**src/rtl/alu_seq.sv**
```systemverilog
// Sequential ALU with valid/ready handshakes on both sides.
// Single-cycle ADD/SUB/AND/OR/XOR/SLL/SRL and a WIDTH-cycle shift-add MUL.
// The result and its status flags are registered. Only one operation is in flight at a time.
//
// state  | meaning
// -------+------------------------------------------------------------
// IDLE   | no result held, ready for a new op
// BUSY   | multiply iterating, one multiplier bit per cycle
// DONE   | result/flags held until the consumer takes them
module alu_seq #(
  parameter int WIDTH = 32,
  parameter int SHW   = $clog2(WIDTH)
) (
  input  logic             clk,
  input  logic             rst,
  input  logic             in_valid,
  output logic             in_ready,
  input  logic [WIDTH-1:0] a,
  input  logic [WIDTH-1:0] b,
  input  logic [2:0]       op,
  output logic             out_valid,
  input  logic             out_ready,
  output logic [WIDTH-1:0] y,
  output logic             flag_z,
  output logic             flag_n,
  output logic             flag_c,
  output logic             flag_v
);

  localparam logic [2:0] OP_ADD = 3'b000;
  localparam logic [2:0] OP_SUB = 3'b001;
  localparam logic [2:0] OP_AND = 3'b010;
  localparam logic [2:0] OP_OR  = 3'b011;
  localparam logic [2:0] OP_XOR = 3'b100;
  localparam logic [2:0] OP_SLL = 3'b101;
  localparam logic [2:0] OP_SRL = 3'b110;
  localparam logic [2:0] OP_MUL = 3'b111;

  typedef enum logic [1:0] {S_IDLE, S_BUSY, S_DONE} state_t;

  state_t             state, state_nxt;
  logic               accept;
  logic               is_mul;
  logic [SHW-1:0]     cnt;
  logic [2*WIDTH-1:0] prod;
  logic [2*WIDTH-1:0] prod_nxt;
  logic [WIDTH-1:0]   mcand;
  logic [WIDTH:0]     mul_sum;
  logic [WIDTH:0]     add_w;
  logic [WIDTH:0]     sub_w;
  logic [WIDTH-1:0]   alu_y;
  logic               alu_c;
  logic               alu_v;

  assign in_ready  = ~rst & ((state == S_IDLE) | ((state == S_DONE) & out_ready));
  assign accept    = in_valid & in_ready;
  assign is_mul    = (op == OP_MUL);
  assign out_valid = (state == S_DONE);

  // Single-cycle ops evaluated straight from the inputs; registered on accept.
  always_comb begin
    add_w = {1'b0, a} + {1'b0, b};
    sub_w = {1'b0, a} - {1'b0, b};
    alu_y = '0;
    alu_c = 1'b0;
    alu_v = 1'b0;
    case (op)
      OP_ADD: begin
        alu_y = add_w[WIDTH-1:0];
        alu_c = add_w[WIDTH];
        alu_v = (a[WIDTH-1] == b[WIDTH-1]) & (add_w[WIDTH-1] != a[WIDTH-1]);
      end
      OP_SUB: begin
        alu_y = sub_w[WIDTH-1:0];
        alu_c = ~sub_w[WIDTH];
        alu_v = (a[WIDTH-1] != b[WIDTH-1]) & (sub_w[WIDTH-1] != a[WIDTH-1]);
      end
      OP_AND:  alu_y = a & b;
      OP_OR:   alu_y = a | b;
      OP_XOR:  alu_y = a ^ b;
      OP_SLL:  alu_y = a << b[SHW-1:0];
      OP_SRL:  alu_y = a >> b[SHW-1:0];
      default: alu_y = '0;
    endcase
  end

  // One shift-add step: the upper half accumulates, the lower half shifts the multiplier out.
  always_comb begin
    mul_sum  = {1'b0, prod[2*WIDTH-1:WIDTH]} + (prod[0] ? {1'b0, mcand} : '0);
    prod_nxt = {mul_sum, prod[WIDTH-1:1]};
  end

  // State register.
  always_ff @(posedge clk) begin
    if (rst) state <= S_IDLE;
    else     state <= state_nxt;
  end

  // Next-state logic.
  always_comb begin
    state_nxt = state;
    case (state)
      S_IDLE: if (accept) state_nxt = is_mul ? S_BUSY : S_DONE;
      S_BUSY: if (cnt == '0) state_nxt = S_DONE;
      S_DONE: begin
        if (accept)         state_nxt = is_mul ? S_BUSY : S_DONE;
        else if (out_ready) state_nxt = S_IDLE;
      end
      default: state_nxt = S_IDLE;
    endcase
  end

  // Result/flag registers and multiplier datapath.
  always_ff @(posedge clk) begin
    if (rst) begin
      y      <= '0;
      flag_z <= 1'b0;
      flag_n <= 1'b0;
      flag_c <= 1'b0;
      flag_v <= 1'b0;
      prod   <= '0;
      mcand  <= '0;
      cnt    <= '0;
    end else if (accept) begin
      if (is_mul) begin
        prod  <= {{WIDTH{1'b0}}, b};
        mcand <= a;
        cnt   <= SHW'(WIDTH - 1);
      end else begin
        y      <= alu_y;
        flag_z <= (alu_y == '0);
        flag_n <= alu_y[WIDTH-1];
        flag_c <= alu_c;
        flag_v <= alu_v;
      end
    end else if (state == S_BUSY) begin
      prod <= prod_nxt;
      cnt  <= cnt - 1'b1;
      // Last step: publish the low half; any upper-half bit counts as overflow.
      if (cnt == '0) begin
        y      <= prod_nxt[WIDTH-1:0];
        flag_z <= (prod_nxt[WIDTH-1:0] == '0);
        flag_n <= prod_nxt[WIDTH-1];
        flag_c <= 1'b0;
        flag_v <= |prod_nxt[2*WIDTH-1:WIDTH];
      end
    end
  end

endmodule
```
**config.mk**
```make
export PLATFORM = sky130hd
export DESIGN_NAME = alu_seq
export DESIGN_NICKNAME = d
export VERILOG_FILES = /design/src/rtl/alu_seq.sv
export SDC_FILE = /design/constraint.sdc
export NUM_CORES = 1
export LEC_CHECK = 0
export ABC_AREA = 1
export BUFFER_PORTS_ARGS = -buffer_cell sky130_fd_sc_hd__buf_2
export CORE_MARGIN = 2
export CORE_UTILIZATION = 35
export DETAILED_ROUTE_END_ITERATION = 16
export PLACE_DENSITY_LB_ADDON = 0.15
export SLEW_MARGIN = 0
export SYNTH_ARGS = -nofsm -noshare
export SYNTH_HDL_FRONTEND = slang
export SYNTH_SLANG_ARGS = --single-unit
export TNS_END_PERCENT = 30
```
**constraint.sdc**
```tcl
create_clock -name clk -period 3.8 [get_ports clk]
set_input_delay 0.57 -clock clk [delete_from_list [all_inputs] [get_ports clk]]
set_output_delay 0.57 -clock clk [all_outputs]
set_load 0.005 [all_outputs]
```
==> summary.txt, run 1 <==
Final nets - 3613
status - finished, final reports clean
die extent in x - 231 um
PD cells - 259 nW/um2
DR vias - 22600
hold path depth - 3
Die Y - 231 um
Post-synth EDFFs - 0
Synth cell types - 48
total of max-cap violations - 0
worst hold path class - in -> reg
relative slew slack - 42.2%
Seq/Total Area, Yosys - 15.3%
cells on worst reg2reg path - 17
Netlist Area Pre-Place - 18100 um2
most used cell, CP - nand2_1
Slew @ Worst Pin - 0.867 ns
setup ws final - 0.613 ns
Setup Skew - 0.0180 ns
Post-CTS Resized - 0
CTS tree - built
clock-pin slew on the worst setup and hold paths - 0.07 ns
area post-placement - 19500 um2
period utilisation layout - 83.9%
gr ovfl total - 0
Post-Route WL - 92.1 mm
DRT iter0 DRCs - 2481
I/O Buffers - 108
syn_area_per_cell - 5.43 um2
Max Fclk - 314 MHz
synth-to-layout area growth - 11.4%
Slowest cell on crit path - nor4_1
Slew Viols, Final - 0
Total GRT Usage - 34.0%
hpwl dp - 76.4 mm
largest net degree at the start of global routing - 75
clk sinks - 138
cts hold-fix bufs - 0
RSZ-0062 raised after global routing - false
setup tns final - 0 ns
max incr delay on CP - 0.62 ns
CTS H-tree depth - 4
Starting Density - 35.3%
Tmin final - 3.19 ns
initial antenna violation count - 4
CP Class - reg -> reg
final total power - 5210 uW
VDD IR max - 0.359 mV
vias in the first global route - 21300
Root Driver - clkbuf_16
Num CTS Buffers - 17
worst skew pair latency - 0.47 ns
io pins - 109
wire length per cell - 22.5 um
P_leak - 0.0105 uW
Placeable Area - 51200 um2
Pre-antenna DRT Iters - 7
global-route wire length before repair - 134 mm
FP Rows - 83
CTS Buffer Depth - 2
Post-Place Setup Slack - 0.175 ns
Post-Synthesis Cells - 3322
hold violation count in the final report - 0
WP data required - 4.16 ns
CP Data Arrival Time - 3.55 ns
crit start category - register
CP Cell Sequence - buf_4 > nand2_1 > inv_1 > ha_1 > nand2_1 > nor4_1 > nand3_1 > nand3_1 > nand2_1 > nor2_1 > nand2_1 > nor2_1 > nand3_1 > nand2_1 > nand3_1 > nand2_1 > inv_1
ys async rst share - 0%
Final Cell Area - 20100 um2
antenna-violating nets left - 0
DRC Markers - 0
routability cong. - 1.06
CP max FO - 19
synthesized flop and latch total - 138
YS warnings - 0
Vias/cell - 5.53
crit path capture type - register
Die Footprint - 53400 um2
Post-Syn Nets - 3536
share of post-route cells with drive strength above 1 - 8.56%
final setup fails - 0
Main synth FF type - dfxtp_1
setup bufs post-CTS - 0
-- per-stage QoR --
step	util, %	std cells	hold WS, ns
3_3_place_gp	38.1	4060	0.455
2_1_floorplan	-	3322	0.444
6_report	39.3	4093	0.403
3_5_place_dp	38.1	4060	0.461
4_1_cts	39.3	4092	0.372
5_1_grt	39.3	4093	0.382
-- layout by cell type (no fill, tap or decap), types with 17 or more instances in the layout --
| master | instances |
|---|---|
| nand2_1 | 996 |
| nand3_1 | 580 |
| inv_1 | 461 |
| nor2_1 | 286 |
| a21oi_1 | 188 |
| ha_1 | 140 |
| dfxtp_1 | 138 |
| o21ai_0 | 108 |
| buf_2 | 107 |
| buf_4 | 95 |
| nand4_1 | 44 |
| a31oi_1 | 35 |
| nor3_1 | 31 |
| a221oi_1 | 25 |
| clkbuf_16 | 17 |
-- cells by family (layout without fill, tap and decap cells) --
kind of cell,count (synthesis),count (layout),share of synthesized area (%)
simple gates,2002,2002,47.5
buf+inv,625,715,14.1
compound gates,398,398,12.2
fa+ha+maj,143,143,10.0
flops,138,138,15.3
xor+xnor,16,16,0.776
other cells,0,1,0
-- worst paths after layout --
| kind | endpoint | slack, ns | start |
|---|---|---|---|
| hold / removal | prod[27] | 0.40 | b[27] |
| setup / recovery | flag_v | 0.61 | prod[0] |
| setup reg to reg | flag_v | 0.61 | prod[0] |
| hold reg to reg | prod[32] | 0.47 | prod[32] |
-- layout make-up --
| class | instances | area, um2 |
|---|---|---|
| clock buffer | 17 | 425 |
| fill | 5986 | 31100 |
| clock inverter | 15 | 153 |
| timing repair buffer | 207 | 1350 |
| inverter | 476 | 1790 |
| multi-input combinational | 2559 | 12800 |
| sequential | 138 | 2760 |
| tap | 680 | 851 |
| antenna | 1 | 2.50 |
-- power by group --
group / leakage (uW) / switching (uW) / internal [uW] / total, uW
Combinational: 0.00914 / 1450 / 573 / 2020
Sequential: 0.00112 / 27.5 / 1490 / 1510
Clock: 0.000289 / 756 / 924 / 1680
-- worst max-delay path, delay by kind of cell (launching register included) --
family        cells  cell delay (ns)
buf+inv           3             0.31
fa+ha+maj         1             0.38
flops             1             0.33
simple gates     13             2.07
-- synth_stat cells, types with 10 or more instances --
cell      count  share of area (%)
buf_2        51                1.4
or2_2        10               0.35
o22ai_1      16               0.55
nor3_1       32               0.89
inv_2        11               0.23
inv_1       461                9.6
a21oi_1     188                5.2
a221oi_1     25                1.2
clkbuf_1     60                1.2
dfxtp_1     138                 15
ha_1        140                9.7
nand4_1      44                1.5
nor2_1      288                6.0
nand2_1     996                 21
buf_4        17               0.71
buf_1        10               0.21
a31oi_1      35                1.2
o21ai_0     108                3.0
nor2_2       11               0.38
nand3_1     580                 16
-- state kept, by name (all words and copies together), names as in the netlist --
signal and count:
y 32, flag_c 1, cnt 5, prod 64
flag_v 1, mcand 32, flag_z 1, state 2
-- metal layers --
| layer | up-vias | global-route usage (%) | share of wire [%] |
|---|---|---|---|
| met4 | 0 | 19.2 | 6.3 |
| met3 | 210 | 4.86 | 8.0 |
| met2 | 1000 | 53.9 | 44 |
| met5 | - | 0 | 0 |
| li1 | 10900 | - | - |
| met1 | 10500 | 44.0 | 42 |
(Power assumes the default switching activity.)
==> run 2, diff against run 1 <==
--- a/config.mk
+++ b/config.mk
@@ -5,7 +5,7 @@
 export SDC_FILE = /design/constraint.sdc
 export NUM_CORES = 1
 export LEC_CHECK = 0
-export ABC_AREA = 1
+export ABC_AREA = 0
 export BUFFER_PORTS_ARGS = -buffer_cell sky130_fd_sc_hd__buf_2
 export CORE_MARGIN = 2
 export CORE_UTILIZATION = 35
==> constraint.sdc (replaced) <==
create_clock -name clk -period 2.7 [get_ports clk]
set_input_delay 0.405 -clock clk [delete_from_list [all_inputs] [get_ports clk]]
set_output_delay 0.405 -clock clk [all_outputs]
set_load 0.005 [all_outputs]
==> summary.txt, run 2 <==
vias in the first global route - 22500 (was 21300)
setup tns final - -12.76 ns (was 0 ns)
P_leak - 0.0121 uW (was 0.0105 uW)
worst skew pair latency - 0.44 ns (was 0.47 ns)
share of post-route cells with drive strength above 1 - 44.7% (was 8.56%)
CTS Buffer Depth - 2 (unchanged)
Post-Synth Simple-Gate Area - 22.3% (was 47.5%)
cts hold-fix bufs - 0 (unchanged)
Slew @ Worst Pin - 0.930 ns (was 0.867 ns)
Root Driver - clkbuf_16 (unchanged)
CTS H-tree depth - 4 (unchanged)
routability cong. - 1.08 (was 1.06)
Post-Place Setup Slack - -1.79 ns (was 0.175 ns)
most flop-heavy register - prod (unchanged)
final setup fails - 44 (was 0)
Netlist Area Pre-Place - 17300 um2 (was 18100 um2)
CTS tree - built (unchanged)
final total power - 9200 uW (was 5210 uW)
setup ws final - -0.907 ns (was 0.613 ns)
DRT iter0 DRCs - 2090 (was 2481)
PD cells - 333 nW/um2 (was 259 nW/um2)
ranking of synthesized cells by area - dfxtp_1 16%, ha_1 10%, a21oi_1 6.6% (was nand2_1 21%, nand3_1 16%, dfxtp_1 15%)
Post-Route WL - 102 mm (was 92.1 mm)
I/O Buffers - 108 (unchanged)
gr ovfl total - 0 (unchanged)
clk sinks - 138 (unchanged)
antenna-violating nets left - 0 (unchanged)
VDD IR max - 0.401 mV (was 0.359 mV)
initial antenna violation count - 2 (was 4)
status - finished, violations left (was finished, final reports clean)
largest net degree at the start of global routing - 83 (was 75)
crit path capture - flag_v (unchanged)
failing checks - negative setup slack
max FFs per register - 64 (unchanged)
reg2reg end - flag_v (unchanged)
CP Data Arrival Time - 3.94 ns (was 3.55 ns)
Seq/Total Area, Yosys - 15.9% (was 15.3%)
Die Y - 227 um (was 231 um)
synth-to-layout area growth - 59.5% (was 11.4%)
Final nets - 3375 (was 3613)
Post-Synth Adder-Cell Area - 10.4% (was 10.0%)
worst r2r src - prod[0] (unchanged)
Slew Viols, Final - 0 (unchanged)
CP max FO - 6 (was 19)
biggest regs - prod x64, mcand x32, y x32 (unchanged)
WP data required - 3.04 ns (was 4.16 ns)
Starting Density - 35.4% (was 35.3%)
Vias/cell - 5.98 (was 5.53)
most frequent cell after synthesis - nand2_1 (unchanged)
mux contribution to synthesized area - 11.7% (was 0%)
CP Class - reg -> reg (unchanged)
period utilisation layout - 134% (was 83.9%)
io pins - 109 (unchanged)
compound-cell area share of the yosys netlist - 29.5% (was 12.2%)
Synth cell types - 96 (was 48)
YS warnings - 0 (unchanged)
commonest non-fill, non-tap cell in the layout - buf_4 (was nand2_1)
Synth Area in XOR/XNOR - 2.37% (was 0.776%)
hold path depth - 3 (unchanged)
Switching Fraction - 39.0% (was 42.8%)
Clk pwr share - 26.0% (was 32.2%)
wire length per cell - 26.5 um (was 22.5 um)
cells on worst reg2reg path - 15 (was 17)
cell-internal power - 5610 uW (was 2980 uW)
critical path startpoint - prod[0] (unchanged)
Post-Synthesis Cells - 2360 (was 3322)
global-route wire length before repair - 146 mm (was 134 mm)
dpl cells - 3753 (was 4060)
Post-synth EDFFs - 0 (unchanged)
RSZ-0062 raised after global routing - true (was false)
FP Rows - 81 (was 83)
Post-Syn Nets - 2574 (was 3536)
Pre-antenna DRT Iters - 6 (was 7)
total of max-cap violations - 0 (unchanged)
sequential share of power - 23.3% (was 29.0%)
# fillers - 4656 (was 5986)
Die Footprint - 51300 um2 (was 53400 um2)
largest family of logic cells by synthesized area - compound AO/OA/AOI/OAI gates (was simple AND/OR/NAND/NOR gates)
R2R Setup Slk - -0.91 ns (was 0.61 ns)
Reg area - 2770 um2 (was 2760 um2)
Num CTS Buffers - 17 (unchanged)
ys async rst share - 0% (unchanged)
Max Fclk - 277 MHz (was 314 MHz)
worst hold slack - 0.313 ns (was 0.403 ns)
hpwl dp - 81.6 mm (was 76.4 mm)
DR vias - 23000 (was 22600)
combinational share of power - 50.7% (was 38.8%)
clock-pin slew on the worst setup and hold paths - 0.07 ns (about the same)
syn_area_per_cell - 7.35 um2 (was 5.43 um2)
die extent in x - 227 um (was 231 um)
hold violation count in the final report - 0 (unchanged)
area occupied by multi-input gates - 15200 um2 (was 12800 um2)
worst hold path class - in -> reg (unchanged)
DRC Markers - 0 (unchanged)
relative slew slack - 38.0% (was 42.2%)
Psw - 3590 uW (was 2230 uW)
synth cell count leaders - 258 x nand2_1, 227 x a21oi_1, 201 x nor2_1 (was 996 x nand2_1, 580 x nand3_1, 461 x inv_1)
commonest cells after routing, fill and taps aside - 806 x buf_4, 253 x nand2_1, 203 x a21oi_1, 190 x nor2_1, 137 x dfxtp_1 (was 996 x nand2_1, 580 x nand3_1, 461 x inv_1, 286 x nor2_1, 188 x a21oi_1)
Placeable Area - 49000 um2 (was 51200 um2)
synthesized flop and latch total - 138 (unchanged)
Main synth FF type - dfxtp_1 (unchanged)
Total GRT Usage - 38.6% (was 34.0%)
Tmin final - 3.61 ns (was 3.19 ns)
Yosys top cell by area - dfxtp_1 (was nand2_1)
crit start category - register (unchanged)
final non-filler cell total - 3839 (was 4093)
Setup Skew - 0.00943 ns (was 0.0180 ns)
crit path capture type - register (unchanged)
area fraction of the dominant cell type after synthesis - 15.9% (was 20.7%)
==> run 2: cell count changes after synthesis, moves of 28 or more <==
cell      before  now
nand2_1      996  258
a21oi_1      188  227
clkbuf_1      60  136
inv_1        461  120
a211oi_1       2   38
mux2i_1        0   60
and2_1         9   40
a22oi_1        0   77
nand3_1      580   67
mux2_2         0   28
mux4_2         0   42
nor2_1       288  201
==> run 2: power groups by stage <==
stage               Sequential [uW]  Combinational (uW)  Clock [uW]
floorplan                      2180                1820           0
global placement               2190                4080           0
detailed placement             2190                4070           0
CTS                            2140                4360        2420
global route                   2150                4870        2520
finish                         2140                4670        2390
==> run 2: worst max-delay path, cell delays in order, from the launching register on <==
cell and delay (ns):
dfxtp_4 0.36, buf_6 0.13, and2_4 0.16, ha_4 0.22, nor2b_4 0.13, o31a_1 0.31, buf_4 0.16, o211ai_1 0.24
nand3_2 0.17, o41a_1 0.44, a41oi_2 0.21, o21bai_1 0.13, a21oi_2 0.16, xor2_1 0.31, and4_4 0.32, nor2_1 0.05
==> run 2: repair_timing <==
| item | 4_1_cts | 5_1_grt |
|---|---|---|
| gates cloned | 1 | 5 |
| resized for setup | 251 | 176 |
| pin swaps | 79 | 64 |
| endpoints found under the setup margin | 51 | 52 |
| buffers inserted | 35 | 16 |
==> run 2: metrics by stage <==
stage	area [um2]	utilization, %
2_1_floorplan	17700	-
3_3_place_gp	24600	50.2
3_5_place_dp	24600	50.2
4_1_cts	26600	54.4
5_1_grt	27700	56.5
6_report	27700	56.5
==> run 2: how the worst min path moves through the flow <==
stage                      endpoint  startpoint
after floorplan            mcand[0]    mcand[0]
after global placement    mcand[23]   mcand[23]
after detailed placement  mcand[27]   mcand[27]
after CTS                 mcand[29]       a[29]
after global routing      mcand[29]       a[29]
final                     mcand[29]       a[29]
==> run 2: per-layer routing <==
metal,vias to the layer above,track usage [%],share of wire [%]
met3,228,7.53,8.4
li1,10400,-,-
met2,1101,62.2,45
met1,11300,49.9,41
met5,-,0,0.040
met4,2,16.8,5.3
==> run 2: logic make-up (layout without fill, tap and decap cells) <==
group | after synthesis | count (layout)
other | 0 | 1
adder cells (fa/ha/maj) | 143 | 143
flip-flops | 138 | 138
XOR/XNOR | 47 | 47
buffers and inverters | 320 | 1134
AO/OA/AOI/OAI | 767 | 767
AND/OR/NAND/NOR | 807 | 807
multiplexers | 138 | 138
==> run 2: final cells by class <==
class | instances | area share (%)
multi-input combinational | 1902 | 54.9
timing repair buffer | 980 | 28.2
sequential | 138 | 10.0
tap | 664 | 3.00
inverter | 122 | 1.76
clock buffer | 19 | 1.60
clock inverter | 13 | 0.520
antenna | 1 | 0.00905
==> run 3, diff against run 2 <==
--- a/config.mk
+++ b/config.mk
@@ -10,7 +10,7 @@
 export CORE_MARGIN = 2
 export CORE_UTILIZATION = 35
 export DETAILED_ROUTE_END_ITERATION = 16
-export PLACE_DENSITY_LB_ADDON = 0.15
+export PLACE_DENSITY = 0.61
 export SLEW_MARGIN = 0
 export SYNTH_ARGS = -nofsm -noshare
 export SYNTH_HDL_FRONTEND = slang
==> summary.txt, run 3 (synthesis results as in run 2) <==
hold violation count in the final report - 0 (unchanged)
Total GRT Usage - 39.0% (was 38.6%)
# fillers - 4634 (was 4656)
most flop-heavy register - prod (unchanged)
commonest non-fill, non-tap cell in the layout - buf_4 (unchanged)
largest net degree at the start of global routing - 82 (was 83)
sequential share of power - 23.7% (was 23.3%)
CP max FO - 5 (was 6)
synth-to-layout area growth - 56.5% (was 59.5%)
VDD IR max - 0.361 mV (was 0.401 mV)
I/O Buffers - 108 (unchanged)
final total power - 9040 uW (was 9200 uW)
Final nets - 3342 (was 3375)
WP buf/inv - 3 (was 2)
dpl cells - 3742 (was 3753)
Reg area - 2770 um2 (unchanged)
worst hold path class - in -> reg (unchanged)
Pre-antenna DRT Iters - 6 (unchanged)
Vias/cell - 6.08 (was 5.98)
PD cells - 333 nW/um2 (about the same)
Slowest cell on crit path - or4_4 (was o41a_1)
P_leak - 0.0119 uW (was 0.0121 uW)
status - finished, violations left (unchanged)
DRT iter0 DRCs - 2442 (was 2090)
final non-filler cell total - 3806 (was 3839)
CP Class - reg -> reg (unchanged)
commonest cells after routing, fill and taps aside - 789 x buf_4, 249 x nand2_1, 191 x nor2_1, 188 x a21oi_1, 137 x dfxtp_1 (was 806 x buf_4, 253 x nand2_1, 203 x a21oi_1, 190 x nor2_1, 137 x dfxtp_1)
period utilisation layout - 143% (was 134%)
relative slew slack - 15.8% (was 38.0%)
final setup fails - 45 (was 44)
CTS H-tree depth - 4 (unchanged)
FP Rows - 81 (unchanged)
Post-Place Setup Slack - -1.58 ns (was -1.79 ns)
crit start category - register (unchanged)
CTS Buffer Depth - 2 (unchanged)
max incr delay on CP - 0.56 ns (was 0.44 ns)
gr ovfl total - 0 (unchanged)
biggest regs - prod x64, mcand x32, y x32 (unchanged)
Psw - 3600 uW (was 3590 uW)
RSZ-0062 raised after global routing - true (unchanged)
global-route wire length before repair - 147 mm (was 146 mm)
combinational share of power - 50.0% (was 50.7%)
CTS tree - built (unchanged)
Slew @ Worst Pin - 1.26 ns (was 0.930 ns)
clock-pin slew on the worst setup and hold paths - 0.07 ns (about the same)
failing checks - negative setup slack (unchanged)
cts hold-fix bufs - 0 (unchanged)
Die Y - 227 um (unchanged)
routability cong. - 1.07 (was 1.08)
DR vias - 23100 (was 23000)
clk sinks - 138 (unchanged)
max FFs per register - 64 (unchanged)
DRC Markers - 0 (unchanged)
WP data required - 3.03 ns (was 3.04 ns)
worst hold slack - 0.373 ns (was 0.313 ns)
io pins - 109 (unchanged)
most used cell, CP - buf_6
Die Footprint - 51300 um2 (unchanged)
Num CTS Buffers - 17 (unchanged)
die extent in x - 227 um (unchanged)
Starting Density - 35.4% (unchanged)
antenna-violating nets left - 0 (unchanged)
Clk pwr share - 26.3% (was 26.0%)
wire length per cell - 27.1 um (was 26.5 um)
crit path capture type - register (unchanged)
Tmin final - 3.87 ns (was 3.61 ns)
initial antenna violation count - 2 (unchanged)
area occupied by multi-input gates - 15200 um2 (about the same)
Placeable Area - 49000 um2 (unchanged)
total of max-cap violations - 0 (unchanged)
share of post-route cells with drive strength above 1 - 43.9% (was 44.7%)
Root Driver - clkbuf_16 (unchanged)
Max Fclk - 258 MHz (was 277 MHz)
setup ws final - -1.17 ns (was -0.907 ns)
worst skew pair latency - 0.45 ns (was 0.44 ns)
Switching Fraction - 39.8% (was 39.0%)
cell-internal power - 5440 uW (was 5610 uW)
Setup Skew - 0.0140 ns (was 0.00943 ns)
CP Cell Sequence - buf_6 > nand2_4 > buf_6 > fa_2 > nor2b_4 > o31a_1 > buf_4 > o21ai_2 > o21bai_1 > xor2_1 > or4_4 > nor4_4 > nand4_1 > nor4_2 > and4_4 > nor2_1 (was buf_6 > and2_4 > ha_4 > nor2b_4 > o31a_1 > buf_4 > o211ai_1 > nand3_2 > o41a_1 > a41oi_2 > o21bai_1 > a21oi_2 > xor2_1 > and4_4 > nor2_1)
Post-Route WL - 103 mm (was 102 mm)
Crit path max-delay family - simple AND/OR/NAND/NOR gates (was compound AO/OA/AOI/OAI gates)
CP Data Arrival Time - 4.21 ns (was 3.94 ns)
Slew Viols, Final - 0 (unchanged)
hpwl dp - 82.1 mm (was 81.6 mm)
vias in the first global route - 22300 (was 22500)
[run 3: worst paths after layout]
kind,start,endpoint,slack (ns),cells after the start
worst max register to register,prod[0],flag_v,-1.17,16
worst max-delay path,prod[0],flag_v,-1.17,16
worst min-delay path,out_ready,state[1],0.37,4
worst min register to register,mcand[31],mcand[31],0.45,2
[run 3: area by class of cell]
class,instances,share of cell area [%]
multi-input cells,1902,55.9
repair buffers,947,26.9
flip-flops and latches,138,10.2
well taps,664,3.06
inverters,122,1.77
clock buffers,18,1.62
clock inverters,14,0.544
diodes,1,0.00922
[run 3: per-layer routing]
metal  track usage (%)  vias to the layer above  wire length, um
met1              49.8                    11400            42100
met3              6.30                      279             7750
met5                 0                        -               13
met4              21.5                        2             6610
met2              62.8                     1201            46600
li1                  -                    10300                -
[run 3: through the flow]
step                setup TNS, ns  util, %  cell area (um2)
global placement           -38.21     50.0            24500
detailed placement         -39.86     50.0            24500
finish                     -17.36     55.5            27100
floorplan                  -10.54        -            17700
global route               -21.46     55.5            27100
CTS                        -14.46     53.5            26200
[run 3: repair_timing]
action / CTS / global route
endpoints found under the setup margin: 53 / 51
gates resized for setup: 199 / 183
cloned: 2 / 0
setup buffers: 22 / 21
pin swaps: 80 / 94
[run 3: worst reg2reg max path: stages, from the launching register on]
cell and delay (ns):
dfxtp_4 0.39, buf_6 0.14, nand2_4 0.06, buf_6 0.11
fa_2 0.39, nor2b_4 0.15, o31a_1 0.29, buf_4 0.17
o21ai_2 0.06, o21bai_1 0.21, xor2_1 0.13, or4_4 0.56
nor4_4 0.21, nand4_1 0.23, nor4_2 0.30, and4_4 0.29
nor2_1 0.06
[run 3: power groups by stage]
stage	Combinational (uW)	Sequential, uW	Clock, uW
after floorplan	1820	2180	0
after global placement	4090	2180	0
after detailed placement	4080	2180	0
after CTS	4270	2140	2410
after global routing	4710	2150	2490
final	4520	2140	2370
